## config.mk

```make
export PLATFORM = sky130hd
export DESIGN_NAME = uart_tx_fifo_flat
export DESIGN_NICKNAME = d
export VERILOG_FILES = /design/src/rtl/uart_tx_fifo_if.sv /design/src/rtl/uart_tx_fifo.sv /design/src/flat_wrapper.sv
export SDC_FILE = /design/constraint.sdc
export NUM_CORES = 1
export LEC_CHECK = 0
export ABC_AREA = 1
export CAP_MARGIN = 10
export CORE_MARGIN = 2
export CORE_UTILIZATION = 60
export DETAILED_ROUTE_END_ITERATION = 16
export PLACE_DENSITY_LB_ADDON = 0.05
export SLEW_MARGIN = 20
export SYNTH_ARGS = -nofsm -noshare
export SYNTH_HDL_FRONTEND = slang
export SYNTH_SLANG_ARGS = --single-unit
```

## constraint.sdc

```tcl
create_clock -name clk -period 2.4 [get_ports clk]
set_input_delay 0.48 -clock clk [delete_from_list [all_inputs] [get_ports clk]]
set_output_delay 0.48 -clock clk [all_outputs]
set_load 0.02 [all_outputs]
```

## src/rtl/uart_tx_fifo_if.sv

```systemverilog
// Bus bundle between the system side, the TX byte queue and the UART
// transmitter handshake.
//   wr_data/wr_en/flush : enqueue side (driven by system)
//   full/empty/count/overflow : queue status (driven by queue)
//   tx_data/tx_start/tx_err : launch side (driven by queue)
//   tx_busy : transmitter busy flag (driven by transmitter)
// master = system/transmitter side, slave = queue.
interface uart_tx_fifo_if #(
  parameter int unsigned DEPTH = 16
) ();
  localparam int unsigned AW = $clog2(DEPTH);

  logic [7:0]  wr_data;
  logic        wr_en;
  logic        flush;
  logic        full;
  logic        empty;
  logic [AW:0] count;
  logic        overflow;
  logic [7:0]  tx_data;
  logic        tx_start;
  logic        tx_busy;
  logic        tx_err;

  modport master (
    output wr_data, wr_en, flush, tx_busy,
    input  full, empty, count, overflow, tx_data, tx_start, tx_err
  );

  modport slave (
    input  wr_data, wr_en, flush, tx_busy,
    output full, empty, count, overflow, tx_data, tx_start, tx_err
  );
endinterface

```

## src/rtl/uart_tx_fifo.sv

```systemverilog
// Byte queue and launch sequencer in front of a UART transmitter.
// Buffers up to DEPTH bytes and hands them out one at a time over the
// data/start/busy handshake, waiting for busy to rise and then fall before
// launching the next byte. A missing busy rise times out after
// BUSY_TIMEOUT cycles with a tx_err pulse; the byte is treated as consumed.
// Ports:
//   clk  : system clock, rising edge
//   rst  : asynchronous active-high reset
//   bus  : uart_tx_fifo_if.slave (write side, status, transmitter handshake)
module uart_tx_fifo #(
  parameter int unsigned DEPTH        = 16,
  parameter int unsigned BUSY_TIMEOUT = 7
) (
  input logic           clk,
  input logic           rst,
  uart_tx_fifo_if.slave bus
);
  localparam int unsigned AW       = $clog2(DEPTH);
  localparam logic [AW:0] FULL_CNT = (AW+1)'(DEPTH);
  localparam logic [AW:0] CNT_ONE  = (AW+1)'(1);
  localparam logic [AW-1:0] PTR_ONE = AW'(1);
  localparam logic [7:0]  TMO_LAST = 8'(BUSY_TIMEOUT - 1);

  typedef enum logic [3:0] {
    IDLE    = 4'b0001,
    LAUNCH  = 4'b0010,
    WAIT_HI = 4'b0100,
    WAIT_LO = 4'b1000
  } state_t;

  state_t        state, state_n;
  logic [7:0]    mem [DEPTH];
  logic [AW-1:0] wr_ptr, rd_ptr;
  logic [AW:0]   cnt;
  logic [7:0]    timer;
  logic [7:0]    tx_data_q;
  logic          tx_err_q;
  logic          full_w, empty_w;
  logic          push, pop, err_n;

  assign full_w  = (cnt == FULL_CNT);
  assign empty_w = (cnt == '0);
  // A write while full is rejected even if a pop frees a slot this cycle.
  assign push    = bus.wr_en & ~full_w & ~bus.flush;

  assign bus.full     = full_w;
  assign bus.empty    = empty_w;
  assign bus.count    = cnt;
  assign bus.overflow = bus.wr_en & full_w & ~bus.flush;
  assign bus.tx_data  = tx_data_q;
  assign bus.tx_start = (state == LAUNCH);
  assign bus.tx_err   = tx_err_q;

  always_ff @(posedge clk) begin
    if (push) mem[wr_ptr] <= bus.wr_data;
  end

  always_ff @(posedge clk or posedge rst) begin
    if (rst) begin
      wr_ptr <= '0;
      rd_ptr <= '0;
      cnt    <= '0;
    end else if (bus.flush) begin
      wr_ptr <= '0;
      rd_ptr <= '0;
      cnt    <= '0;
    end else begin
      if (push) wr_ptr <= wr_ptr + PTR_ONE;
      if (pop)  rd_ptr <= rd_ptr + PTR_ONE;
      case ({push, pop})
        2'b10:   cnt <= cnt + CNT_ONE;
        2'b01:   cnt <= cnt - CNT_ONE;
        default: cnt <= cnt;
      endcase
    end
  end

  always_ff @(posedge clk or posedge rst) begin
    if (rst) begin
      state     <= IDLE;
      timer     <= '0;
      tx_data_q <= 8'h00;
      tx_err_q  <= 1'b0;
    end else begin
      state    <= state_n;
      tx_err_q <= err_n;
      // Zero in every other state, so it is already cleared on WAIT_HI entry.
      if (state == WAIT_HI) timer <= timer + 8'd1;
      else                  timer <= '0;
      if (pop) tx_data_q <= mem[rd_ptr];
    end
  end

  always_comb begin
    state_n = state;
    pop     = 1'b0;
    err_n   = 1'b0;
    case (state)
      IDLE: begin
        if (!empty_w && !bus.flush) begin
          state_n = LAUNCH;
          pop     = 1'b1;
        end
      end
      LAUNCH:  state_n = WAIT_HI;
      WAIT_HI: begin
        if (bus.tx_busy) begin
          state_n = WAIT_LO;
        end else if (timer == TMO_LAST) begin
          // BUSY_TIMEOUT cycles spent here without busy; drop the byte.
          state_n = IDLE;
          err_n   = 1'b1;
        end
      end
      WAIT_LO: begin
        if (!bus.tx_busy) state_n = IDLE;
      end
      default: state_n = IDLE;
    endcase
  end
endmodule

```

## src/flat_wrapper.sv

```systemverilog
// flat-port wrapper written by rule: the top's interface ports become plain ports
module uart_tx_fifo_flat 
#(
  parameter int unsigned DEPTH        = 16,
  parameter int unsigned BUSY_TIMEOUT = 7
)
  (clk, rst, bus_wr_data, bus_wr_en, bus_flush, bus_tx_busy, bus_full, bus_empty, bus_count, bus_overflow, bus_tx_data, bus_tx_start, bus_tx_err);
  uart_tx_fifo_if #(.DEPTH(DEPTH)) bus_i ();
  input logic clk;
  input logic rst;
  input wire logic [$bits(bus_i.wr_data)-1:0] bus_wr_data;
  input wire logic [$bits(bus_i.wr_en)-1:0] bus_wr_en;
  input wire logic [$bits(bus_i.flush)-1:0] bus_flush;
  input wire logic [$bits(bus_i.tx_busy)-1:0] bus_tx_busy;
  output wire logic [$bits(bus_i.full)-1:0] bus_full;
  output wire logic [$bits(bus_i.empty)-1:0] bus_empty;
  output wire logic [$bits(bus_i.count)-1:0] bus_count;
  output wire logic [$bits(bus_i.overflow)-1:0] bus_overflow;
  output wire logic [$bits(bus_i.tx_data)-1:0] bus_tx_data;
  output wire logic [$bits(bus_i.tx_start)-1:0] bus_tx_start;
  output wire logic [$bits(bus_i.tx_err)-1:0] bus_tx_err;
  assign bus_i.wr_data = bus_wr_data;
  assign bus_i.wr_en = bus_wr_en;
  assign bus_i.flush = bus_flush;
  assign bus_i.tx_busy = bus_tx_busy;
  assign bus_full = bus_i.full;
  assign bus_empty = bus_i.empty;
  assign bus_count = bus_i.count;
  assign bus_overflow = bus_i.overflow;
  assign bus_tx_data = bus_i.tx_data;
  assign bus_tx_start = bus_i.tx_start;
  assign bus_tx_err = bus_i.tx_err;
  uart_tx_fifo #(.DEPTH(DEPTH), .BUSY_TIMEOUT(BUSY_TIMEOUT)) u_core (.clk(clk), .rst(rst), .bus(bus_i));
endmodule
```

==> Word-level counts from Yosys, hierarchy flattened <==
Memory sizes are Yosys's and may differ from the RTL's. A register that Yosys moved wholly into a read port is not among the register bits.
Cells that the tools add are included.
{ "classes": {"eq_ne": 11, "muxes": 19, "n_bitwise": 6, "n_addsub": 5, "n_reduce_logical": 8} }
{ "op_table": {"columns": ["op", "n"], "rows": [
  ["two-way mux 4 bit", 8],
  ["case mux 4 bit (4 select lines)", 1],
  ["case mux 5 bit (2 select lines)", 1],
  ["adder 4 x 1 -> 4 bit, second input constant", 2],
  ["adder 8 x 1 -> 8 bit, second input constant", 1],
  ["equality test 8 x 3 -> 1 bit, second input constant", 1],
  ["two-way mux 8 bit", 1],
  ["two-way mux 1 bit", 7],
  ["adder 5 x 1 -> 5 bit, second input constant", 1],
  ["equality test 5 bit, second input constant", 1],
  ["zero test 5 bit", 1],
  ["two-way mux 5 bit", 1],
  ["subtractor 5 x 1 -> 5 bit, second input constant", 1],
  ["AND 1 bit", 4],
  ["equality test 4 x 1 -> 1 bit, second input constant", 1],
  ["equality test 4 x 2 -> 1 bit, second input constant", 1],
  ["equality test 4 x 3 -> 1 bit, second input constant", 1],
  ["equality test 4 bit, second input constant", 1],
  ["nonzero test 2 bit", 2],
  ["!= test 3 bit, second input constant", 1],
  ["AND reduction 3 bit", 1],
  ["nonzero test 3 bit", 1],
  ["equality test 2 x 1 -> 1 bit, second input constant", 1],
  ["equality test 2 bit, second input constant", 1],
  ["other kinds (5)", 7]
]} }
{ "word_totals": {"out_inout_bits": 18, "elab_cells": 56, "ff_bits": 26, "ramBits": 128, "n_memories": 1} }
{ "memory_table": {"columns": ["name", "words", "width", "read_ports", "rd_clocked_by_memory_dff", "write_ports", "line", "text"], "rows": [
  ["u_core.mem", 16, 8, 1, 1, 1, "uart_tx_fifo.sv:32", "logic [7:0] mem [DEPTH];"]
]} }

==> Depth between registers and ports, before layout <==
{ "depth": {"ltp_word": 8, "mapped_depth": 16} }

==> Least setup slack after synthesis <==
Ideal clock, no wire load.
{ "synth_timing": {"path_type": "flip-flop to flip-flop", "from": "reg u_core.cnt[0] (netlist: u_core.bus.count[0])", "to": "reg u_core.cnt[4] (netlist: u_core.bus.count[4])", "n_path_buf": 0, "required_ns": 2.283, "slack_ns": 0.472, "arrival_ns": 1.810, "path_stages_with_launch": 16, "path_cell_list": "dfrtp_1 > nor2_4 > nand3_4 > nand2_4 > inv_4 > nor2_8 > nor2_1 > nor2_2 > ha_1 > inv_1 > nand2_2 > nand3_1 > nand2_1 > nand2_1 > nand3_1 > nand2_1"} }
{ "synth_via": {"elab_chain_len": 8, "elab_cells_between_ends": 16} }
{ "synth_rtl": {"columns": ["item", "line", "text"], "rows": [
  ["start, declared", "uart_tx_fifo.sv:34", "logic [AW:0] cnt;"],
  ["start signal, assigned", "uart_tx_fifo.sv:71", "2'b10: cnt <= cnt + CNT_ONE;"],
  ["start signal, assigned", "uart_tx_fifo.sv:72", "2'b01: cnt <= cnt - CNT_ONE;"],
  ["start signal, assigned", "uart_tx_fifo.sv:73", "default: cnt <= cnt;"],
  ["zero test 5 bit", "uart_tx_fifo.sv:42", "assign empty_w = (cnt == '0);"],
  ["zero test 1 bit", "uart_tx_fifo.sv:100", "if (!empty_w && !bus.flush) begin"],
  ["logical AND 1 bit", "uart_tx_fifo.sv:100", null],
  ["two-way mux 1 bit", "uart_tx_fifo.sv:100", null],
  ["two-way mux 1 bit", "uart_tx_fifo.sv:98", "case (state)"],
  ["equality test 2 x 1 -> 1 bit / equality test 2 bit (equally long branches)", "uart_tx_fifo.sv:70", "case ({push, pop})"],
  ["case mux 5 bit (2 select lines)", "uart_tx_fifo.sv:70", null],
  ["two-way mux 5 bit", "uart_tx_fifo.sv:63", "end else if (bus.flush) begin"]
]} }
Parallel ways exist; a longest one is shown, timed or not.
A chain may end at the register's enable or synchronous reset.

==> Worst setup path in the final report <==
{ "layout_timing": {"from": "reg u_core.cnt[0] (netlist: u_core.bus.count[0])", "to": "out bus_overflow"} }
{ "layout_via": {"elab_chain_len": 3} }
{ "layout_rtl": {"columns": ["item", "line", "text"], "rows": [
  ["equality test 5 bit", "uart_tx_fifo.sv:41", "assign full_w = (cnt == FULL_CNT);"],
  ["AND 1 bit (2 in series)", "uart_tx_fifo.sv:49", "assign bus.overflow = bus.wr_en & full_w & ~bus.flush;"],
  ["end, declared", "flat_wrapper.sv:18", "output wire logic [$bits(bus_i.overflow)-1:0] bus_overflow;"]
]} }
No other way between the ends.

==> impl_metrics.py <==
metrics = {
    "floorplan": {
        "die_area_um2": 12320,
        "ios": 31,
        "chipHeight_um": 111.0,
        "core-area_um2": 11270,
        "fp.dieW_um": 111.0,
        "floorplan.rows": 39,
        "start_util_pct": 60.92,
    },
    "power_and_ir_drop": {
        "ir_drop_v": 0.0007856,
        "power_switching_share_pct": 31.44,
        "power.share.combinational_pct": 26.9,
        "clock_power_share_pct": 32.6,
        "power.density_nw_per_um2": 1029,
        "switchingPower_mw": 2.620,
        "p_int_mw": 5.714,
        "total_power_mw": 8.333,
        "sequentialPowerShare_pct": 40.6,
        "leakage_nw": 2.996,
    },
    "logic_synthesis": {
        "synth_edf_count": 128,
        "postSynth.topFlopCell": "edfxtp_1",
        "post_synth_main_area_contributors": "edfxtp_1, dfrtp_1, nor2_1",
        "asyncSetResetFlopFracSynth_pct": 20.99,
        "synth-compound-area-share_pct": 9.931,
        "post_synthesis_adder_cell_area_fraction_pct": 1.640,
        "yosysTopAreaCell": "edfxtp_1",
        "postSynthAreaPerCell_um2": 12.20,
        "synth_sequential_area_ratio_pct": 68.39,
        "synth_nets": 585,
        "yosysMostFrequentCell": "edfxtp_1",
        "synth_mux_area_share_pct": 2.915,
        "synth-simple-area-share_pct": 13.30,
        "ys_top_cells_by_count": "edfxtp_1, nor2_1, nand2_1",
        "synthesis.area_um2": 6867,
        "yosysWarnings": 0,
        "postSynthRegisterBits": 162,
        "synth_top_area_share_pct": 55.98,
        "synth_top_family_by_area": "simple AND/OR/NAND/NOR gates",
        "synth-xor-area-share_pct": 0.2551,
        "number_of_cells_produced_by_synthesis": 563,
        "synth_unique_cells": 40,
    },
    "worst_setup_path": {
        "worst-endpoint-required_ps": 1920,
        "worst_setup_path_end_kind": "output pin",
        "timing.critical_path.cells": "nor2_4 > nand3_4 > nor3_1 > dlygate4sd2_1",
        "cp_arrival_ps": 1690,
        "path_class": "flop to output pin",
        "path_max_fanout": 7,
        "critical-path-max-stage-delay_ps": 470,
        "startpoint_type": "flop",
        "critPathSlowestCell": "dfrtp_1",
    },
    "global_route": {
        "number_of_global_route_vias_before_repair": 4537,
        "grt_first_pass_wirelength_mm": 23.95,
        "track_usage_pct": 25.79,
        "grt_start_max_net_pins": 68,
        "globalRoute.totalOverflow": 0,
        "antenna_violations_before_repair": 0,
    },
    "clock_network": {
        "cts-buffers-inserted": 17,
        "h_tree_levels": 4,
        "clock_tree.root_cell": "clkbuf_16",
        "clk-insertion-delay-late_ps": 420,
        "cts_sinks": 162,
        "clock_path_buffers": 2,
        "tritoncts": "done",
        "clk_pin_slew_worst_paths_ps": 60,
        "cts-hold-fix-buffers": 0,
    },
    "placed_design": {
        "hpwlAfterDp_mm": 9.601,
        "numPortBuffers": 30,
        "finalWeightedCongestion": 0.8735,
        "placedCellCount": 742,
    },
    "detailed_routing": {
        "drcViolationCount": 0,
        "firstDrtPassIters": 5,
        "number_of_design_rule_violations_left_by_the_first_detailed_router_iteration": 495,
        "drt-total-wl_mm": 14.93,
        "routed_via_density": 5.956,
        "antenna_left": 0,
        "dr_total_vias": 4610,
        "routedWlPerCell_um": 19.28,
    },
    "final_layout": {
        "post_layout_nonfiller_instances": 774,
        "layout.core_utilization_pct": 71.87,
        "n_antenna_cell": 0,
        "fin_nets": 640,
        "layout-drive-gt1-share_pct": 13.79,
        "flow.area_growth_from_synthesis_pct": 17.98,
    },
    "sta": {
        "timing.setup.tns_ps": 0,
        "worst_hold_slack_ps": 391.5,
        "final.min_clock_period_ps": 2174,
        "setup_viol": 0,
        "slew_violations": 0,
        "worst_slew_pin_slew_ps": 742.3,
        "post-route-period-util_pct": 90.59,
        "timing.clock.skew_ps": 9.168,
        "timing.max_slew.rel_slack_pct": 50.36,
        "timing.final.hold_violations": 0,
        "rsz0062_at_grt": "no",
        "fmaxAchievable_mhz": 459.9,
    },
    "run": {
        "maxCapViolCount": 0,
    },
    "min_path": {
        "worst_min_delay_path_class": "primary input to asynchronous set/reset pin",
    },
    "outcome": {
        "status": "finished, final reports clean",
    },
}
through the flow:
stage                     instance area (µm²)  worst slack (ps)
after floorplan                          6867             472.5
after global placement                   7500             84.04
after detailed placement                 7500             17.58
after CTS                                8099             27.67
after global routing                     8102             111.9
final                                    8102             225.8
per-layer routing:
| layer | GRT usage, % | wire length [µm] | vias up |
|---|---|---|---|
| li1 | - | - | 2134 |
| met4 | 8.500 | 307 | 0 |
| met5 | 0 | 0 | - |
| met3 | 5.960 | 1105 | 27 |
| met2 | 41.27 | 7309 | 205 |
| met1 | 35.52 | 6202 | 2244 |
what timing repair did:
| action | 4_1_cts | 5_1_grt |
|---|---|---|
| setup endpoints to repair | 3 | 1 |
| resized for setup | 3 | 1 |
| buffers inserted | 0 | 0 |
| pin swaps | 0 | 0 |
| cloned | 0 | 0 |
layout by cell type, fill, tap and decap left out, types with 16 or more instances in the layout:
master	count
mux2i_1	20
clkbuf_16	17
inv_1	27
o21ai_0	48
buf_4	29
edfxtp_1	128
nor2_1	87
nand3_1	16
nand2_1	78
dfrtp_1	32
clkdlybuf4s50_1	26
o221ai_1	20
final timing paths:
kind	from	end	slack, ps	cells past startpoint
worst min register to register	u_core.timer[0]$_DFF_PP0_	u_core.timer[0]$_DFF_PP0_	480	1
min in group clk	u_core.timer[0]$_DFF_PP0_	u_core.timer[0]$_DFF_PP0_	480	1
worst max register to register	u_core.state[0]$_DFFE_PP1P_	u_core.bus.count[4]$_DFFE_PP0P_	340	14
worst max-delay path	u_core.bus.count[0]$_DFFE_PP0P_	bus_overflow	230	4
max in group asynchronous	rst	u_core.state[0]$_DFFE_PP1P_	1740	3
worst min-delay path	rst	u_core.bus.count[4]$_DFFE_PP0P_	390	3
flip-flops by register name (all words and copies together), names as in the netlist:
signal,flops
u_core.bus.count,5
u_core.bus.tx_data,8
u_core.bus.tx_err,1
u_core.mem,128
u_core.rd_ptr,4
u_core.state,4
u_core.timer,8
u_core.wr_ptr,4
critical path, delay by kind of cell, from the launching register on:
family | cells | cell delay [ps]
buffers and inverters | 1 | 350
DFF | 1 | 470
and+or+nand+nor | 3 | 440
final cells by class:
cell class	count	area [µm²]
Clock buffer	19	442.9
Clock inverter	13	160.2
Fill cell	802	3171
Inverter	36	140.1
Multi-Input combinational cell	340	1926
Sequential cell	162	4697
Tap cell	143	178.9
Timing Repair Buffer	61	556.8
power groups by stage:
stage | registers [mW] | clock network [mW] | logic, mW
6_report | 3.38 | 2.71 | 2.24
5_1_grt | 3.40 | 2.86 | 2.48
4_1_cts | 3.38 | 2.75 | 2.25
3_5_place_dp | 3.43 | 0 | 2.25
3_3_place_gp | 3.43 | 0 | 2.19
2_1_floorplan | 3.53 | 0 | 1.35
cells by family after synthesis:
family,count (synthesis)
and+or+nand+nor,205
DFF,162
AOI/OAI and AO/OA,104
buffers and inverters,61
muxes,20
adders and majority gates,9
xor gates and xnor gates,2
No activity file was read; power rests on OpenSTA's default activity.
